===== src/rtl/elevator_pkg.sv =====
// Shared types and constants for the elevator call dispatcher.
package elevator_pkg;

  localparam int unsigned N_POS_DEFAULT = 6;

  // Position indices, bottom to top
  localparam int unsigned POS_1  = 0;
  localparam int unsigned POS_2  = 1;
  localparam int unsigned POS_2M = 2;
  localparam int unsigned POS_3  = 3;
  localparam int unsigned POS_3M = 4;
  localparam int unsigned POS_4  = 5;

  typedef enum logic [1:0] {
    IDLE = 2'd0,
    MOVE = 2'd1,
    DOOR = 2'd2
  } state_t;

endpackage


===== src/rtl/elevator_dispatch_nearest_call.sv =====
// Finds the closest pending call strictly above and strictly below the car.
module nearest_call #(
  parameter int unsigned N_POS = 6
) (
  input  logic [N_POS-1:0] pending,
  input  logic [N_POS-1:0] cur_pos,
  input  logic             dir_up,
  output logic [N_POS-1:0] near_above,
  output logic [N_POS-1:0] near_below,
  output logic [N_POS-1:0] near_fwd,
  output logic             has_above,
  output logic             has_below
);

  // Ascending scan: first pending bit after the car position
  always_comb begin
    logic seen;
    logic found;
    seen       = 1'b0;
    found      = 1'b0;
    near_above = '0;
    for (int i = 0; i < int'(N_POS); i++) begin
      if (seen && pending[i] && !found) begin
        near_above[i] = 1'b1;
        found         = 1'b1;
      end
      if (cur_pos[i]) seen = 1'b1;
    end
  end

  // Descending scan: first pending bit below the car position
  always_comb begin
    logic seen;
    logic found;
    seen       = 1'b0;
    found      = 1'b0;
    near_below = '0;
    for (int i = int'(N_POS) - 1; i >= 0; i--) begin
      if (seen && pending[i] && !found) begin
        near_below[i] = 1'b1;
        found         = 1'b1;
      end
      if (cur_pos[i]) seen = 1'b1;
    end
  end

  assign has_above = |near_above;
  assign has_below = |near_below;
  assign near_fwd  = dir_up ? near_above : near_below;

endmodule


===== src/rtl/elevator_dispatch.sv =====
// SCAN call scheduler: latches calls, picks one destination at a time and
// sequences the door dwell at each served stop.
module elevator_dispatch
  import elevator_pkg::*;
#(
  parameter int unsigned N_POS        = N_POS_DEFAULT,
  parameter int unsigned DWELL_CYCLES = 8,
  parameter int unsigned DW           = 4
) (
  input  logic             clk,
  input  logic             reset,
  input  logic [N_POS-1:0] call_btn,
  input  logic [N_POS-1:0] cur_pos,
  input  logic             arrived,
  output logic [N_POS-1:0] dest,
  output logic             dir_up,
  output logic             door_open,
  output logic [N_POS-1:0] pending,
  output logic             busy,
  output logic             pos_err
);

  localparam logic [DW-1:0] DWELL_LAST = DW'(DWELL_CYCLES - 1);

  state_t           state, state_n;
  logic [N_POS-1:0] pending_n, dest_n, clr;
  logic [N_POS-1:0] near_above, near_below, near_fwd;
  logic             has_above, has_below;
  logic             dir_up_n, door_open_n;
  logic [DW-1:0]    dwell_cnt, dwell_cnt_n;

  nearest_call #(.N_POS(N_POS)) u_nearest (
    .pending    (pending),
    .cur_pos    (cur_pos),
    .dir_up     (dir_up),
    .near_above (near_above),
    .near_below (near_below),
    .near_fwd   (near_fwd),
    .has_above  (has_above),
    .has_below  (has_below)
  );

  // Serving a stop clears its lamp; clear beats a simultaneous new press
  assign clr       = (state == DOOR) ? cur_pos : '0;
  assign pending_n = (pending | call_btn) & ~clr;
  assign pos_err   = !$onehot(cur_pos);
  assign busy      = (state != IDLE) || (pending != '0);

  always_ff @(posedge clk) begin
    if (!reset) begin
      state     <= IDLE;
      pending   <= '0;
      dest      <= '0;
      dir_up    <= 1'b1;
      door_open <= 1'b0;
      dwell_cnt <= '0;
    end else begin
      state     <= state_n;
      pending   <= pending_n;
      dest      <= dest_n;
      dir_up    <= dir_up_n;
      door_open <= door_open_n;
      dwell_cnt <= dwell_cnt_n;
    end
  end

  always_comb begin
    state_n     = state;
    dest_n      = dest;
    dir_up_n    = dir_up;
    dwell_cnt_n = dwell_cnt;
    unique case (state)
      IDLE: begin
        dest_n = '0;
        if (!pos_err) begin
          if (arrived && ((pending & cur_pos) != '0)) begin
            state_n     = DOOR;
            dwell_cnt_n = '0;
          end else if (dir_up ? has_above : has_below) begin
            state_n = MOVE;
            dest_n  = dir_up ? near_above : near_below;
          end else if (dir_up ? has_below : has_above) begin
            state_n  = MOVE;
            dir_up_n = !dir_up;
            dest_n   = dir_up ? near_below : near_above;
          end
        end
      end
      MOVE: begin
        if (!pos_err) begin
          if ((dest & pending) == '0) begin
            state_n = IDLE;
            dest_n  = '0;
          end else if (arrived && (cur_pos == dest)) begin
            state_n     = DOOR;
            dest_n      = '0;
            dwell_cnt_n = '0;
          end else if ((near_fwd != '0) &&
                       (dir_up ? (near_fwd < dest) : (near_fwd > dest))) begin
            // A new call between the car and its target is served first
            dest_n = near_fwd;
          end
        end
      end
      DOOR: begin
        dest_n = '0;
        if (!pos_err) begin
          if (dwell_cnt == DWELL_LAST) state_n = IDLE;
          else                         dwell_cnt_n = dwell_cnt + DW'(1);
        end
      end
      default: begin
        state_n = IDLE;
        dest_n  = '0;
      end
    endcase
    door_open_n = (state_n == DOOR);
  end

endmodule


===== config.mk =====
export PLATFORM = sky130hd
export DESIGN_NAME = elevator_dispatch
export DESIGN_NICKNAME = d
export VERILOG_FILES = /design/src/rtl/elevator_pkg.sv /design/src/rtl/elevator_dispatch_nearest_call.sv /design/src/rtl/elevator_dispatch.sv
export SDC_FILE = /design/constraint.sdc
export NUM_CORES = 1
export LEC_CHECK = 0
export ABC_AREA = 1
export CAP_MARGIN = 20
export CORE_MARGIN = 5
export CORE_UTILIZATION = 49
export DETAILED_ROUTE_END_ITERATION = 6
export PLACE_DENSITY = 0.75
export REMOVE_ABC_BUFFERS = 1
export SLEW_MARGIN = 20
export SYNTH_ARGS = -nofsm -noshare
export SYNTH_HDL_FRONTEND = slang
export SYNTH_SLANG_ARGS = --single-unit

===== constraint.sdc =====
create_clock -name clk -period 6.5 [get_ports clk]
set_input_delay 0.65 -clock clk [delete_from_list [all_inputs] [get_ports clk]]
set_output_delay 0.65 -clock clk [all_outputs]
set_load 0.01 [all_outputs]

==> impl_metrics.env <==
export IMPL_status="complete, no violations"
export IMPL_power_share_clock_pct=20.5
export IMPL_cts_root_buf="clkbuf_4"
export IMPL_use_met1_pct=27.60
export IMPL_cts_buffer_depth=2
export IMPL_final_setup_skew_ps=7.702
export IMPL_setup_ws_ps=2163
export IMPL_area_growth_pct=22.08
export IMPL_fillers=322
export IMPL_cts_setup_buffers=0
export IMPL_first_global_vias=1733
export IMPL_die_h_um=69.49
export IMPL_use_met2_pct=32.20
export IMPL_wl_per_cell_um=13.11
export IMPL_arrival_ps=3690
export IMPL_rsz0062_at_grt="no"
export IMPL_setup_viol_count_final=0
export IMPL_antenna_found_initial=0
export IMPL_synth_async_reset_ratio_pct=0
export IMPL_post_dp_hpwl_um=3653
export IMPL_dieArea_um2=4829
export IMPL_vias=1806
export IMPL_synth_area_leader_cell="dfxtp_1"
export IMPL_cp_max_fo=5
export IMPL_total_power_mw=0.3702
export IMPL_cts_resized=0
export IMPL_p_sw_share_pct=39.18
export IMPL_drive_gt1_share_pct=10.56
export IMPL_drtPass1Iterations=4
export IMPL_worst_slew_pin_slew_ps=553.7
export IMPL_post_route_min_period_ps=4337
export IMPL_final_cells=349
export IMPL_power_switching_mw=0.1451
export IMPL_nNetsFinal=331
export IMPL_synthTopCellsByCount="nand2_1 (74), inv_1 (31), nand3_1 (27)"
export IMPL_dp_slack_ps=2191
export IMPL_grt_max_degree=18
export IMPL_clock_sinks=20
export IMPL_yosysUniqueCellTypes=32
export IMPL_max_slew_margin_rel_pct=62.95
export IMPL_rows=21
export IMPL_leakage_nw=0.9301
export IMPL_max_vdd_ir_drop_v=0.0001117
export IMPL_viasPerCell=5.175
export IMPL_ys_flop_type="dfxtp_1"
export IMPL_track_usage_pct=19.64
export IMPL_core_um2=3390
export IMPL_synth_seq_area_share_pct=23.09
export IMPL_multiInputGateArea_um2=1180
export IMPL_drv_slew=0
export IMPL_htree_levels=1
export IMPL_fin_crit_sh_pct=66.73
export IMPL_p_int_mw=0.2252
export IMPL_ios=31
export IMPL_fin_hold_ws_ps=532.5
export IMPL_critical_path_class="input pin to primary output"
export IMPL_pwr_share_comb_pct=40.3
export IMPL_critPathCaptureType="primary output"
export IMPL_drc=0
export IMPL_cp_required_ps=5850
export IMPL_insertion_delay_ps=310
export IMPL_cts_hold_buf=0
export IMPL_grt_busiest_layer="met2"
export IMPL_io_buffers=30
export IMPL_grt_ovfl_total=0
export IMPL_cts_buffers=3
export IMPL_synth_top_area_share_pct=23.09
export IMPL_drt_iter0_markers=169
export IMPL_fin_setup_tns_ps=0
export IMPL_drt_total_wl_um=4574
export IMPL_yosysWarnings=0
export IMPL_yosysMostFrequentCell="nand2_1"
export IMPL_p_seq_share_pct=39.2
export IMPL_synth_edff_count=0
export IMPL_die_w_um=69.49
export IMPL_p_per_area_nw_per_um2=174.9
export IMPL_clkSlewWorstSetupHoldPaths_ps=120
export IMPL_min_path_type="register to register"
export IMPL_cts_tree="done"
export IMPL_synth_area_leaders="dfxtp_1 (23%), nand2_1 (16%), nand3_1 (7.8%), inv_1 (6.7%), ha_1 (6.5%)"
export IMPL_grtUsageMet3_pct=2.899
export IMPL_max_freq_ghz=0.2306
export IMPL_cap_violations=0
export IMPL_diodes=0
export IMPL_hold_viol_final=0
export IMPL_start_util_pct=51.16
export IMPL_grt_pass1_wl_um=7948
export IMPL_dpl_cell_count=345
export IMPL_ys_seq_elements=20
export IMPL_syn_avg_cell_area_um2=6.376
export IMPL_synth_area_um2=1734
export IMPL_ant_nets=0
export IMPL_crit_path_start_kind="input pin"
export IMPL_globalplace_congestion=0.9204
export IMPL_seq_area_um2=400.4
export IMPL_syn_inst=272
-- state kept, by name (all words and copies together) (netlist names) --
signal and cells:
dest 6, pending 6, dwell_cnt 4, state 2, dir_up 1, door_open 1
-- critical path: stages --
cell and delay [ps]:
clkdlybuf4s50_1 510, fa_1 580, inv_1 50, fa_1 470, inv_1 40, ha_1 170
inv_1 60, fa_1 410, nand3_1 170, clkdlybuf4s50_1 570
-- cell families (layout without fill, tap and decap cells) --
kind of cell,Yosys count,in the layout,synth area share (%)
AO/OA/AOI/OAI,50,50,16.23
XOR/XNOR,3,3,1.515
flip-flops,20,20,23.09
adder cells (fa/ha/maj),12,12,9.957
buffers and inverters,41,72,8.875
AND/OR/NAND/NOR,146,146,40.33
-- metal layers --
layer / wire length [um] / part of all wire [%] / vias to the layer above
met4: 21 / 0.46 / 0
met5: 0 / 0 / -
met1: 2205 / 48 / 807
met3: 259 / 5.7 / 2
met2: 2089 / 46 / 48
li1: - / - / 949
-- cell usage in the layout (no fill, tap or decap), drive strengths merged --
cell type      Yosys  routed
nand2             81      81
inv               38      38
clkdlybuf4s50      0      30
nand3             30      30
o21ai             27      27
nor2              25      25
dfxtp             20      20
a21oi             18      18
ha                 9       9
nand4              4       4
nor3               4       4
clkbuf             3       4
fa                 3       3
xor2               2       2
o211ai             2       2
nor4               1       1
xnor2              1       1
a21boi             1       1
o21a               1       1
o21bai             1       1
and3               1       1
-- final timing paths --
check / start / to / slack [ps] / cells after the start
max: cur_pos[0] / pos_err / 2160 / 10
min: dwell_cnt[1]$_SDFFE_PN0P_ / dwell_cnt[1]$_SDFFE_PN0P_ / 530 / 2
max reg2reg: dir_up$_SDFFE_PN1P_ / dest[0]$_SDFFE_PN0P_ / 3720 / 11
min reg2reg: dwell_cnt[1]$_SDFFE_PN0P_ / dwell_cnt[1]$_SDFFE_PN0P_ / 530 / 2
-- cell type report --
cell class	instances	share of cell area (%)
flip-flops and latches	20	18.91
multi-input cells	211	55.73
inverters	38	6.738
clock buffers	4	1.714
well taps	46	2.719
repair buffers	30	14.18
-- through the flow --
| step | utilization, % | instance area [um^2] |
|---|---|---|
| 2_1_floorplan | - | 1723 |
| 3_3_place_gp | 61.39 | 2081 |
| 3_5_place_dp | 61.39 | 2081 |
| 4_1_cts | 62.46 | 2117 |
| 5_1_grt | 62.46 | 2117 |
| 6_report | 62.46 | 2117 |
-- power by group through the flow --
stage,Clock [mW],Sequential (mW),Combinational [mW]
after detailed placement,0,0.147,0.149
after global placement,0,0.147,0.149
after floorplan,0,0.146,0.100
final,0.0759,0.145,0.149
after CTS,0.0800,0.145,0.150
after global routing,0.0840,0.147,0.169
No activity file was read; power rests on OpenSTA's default activity.
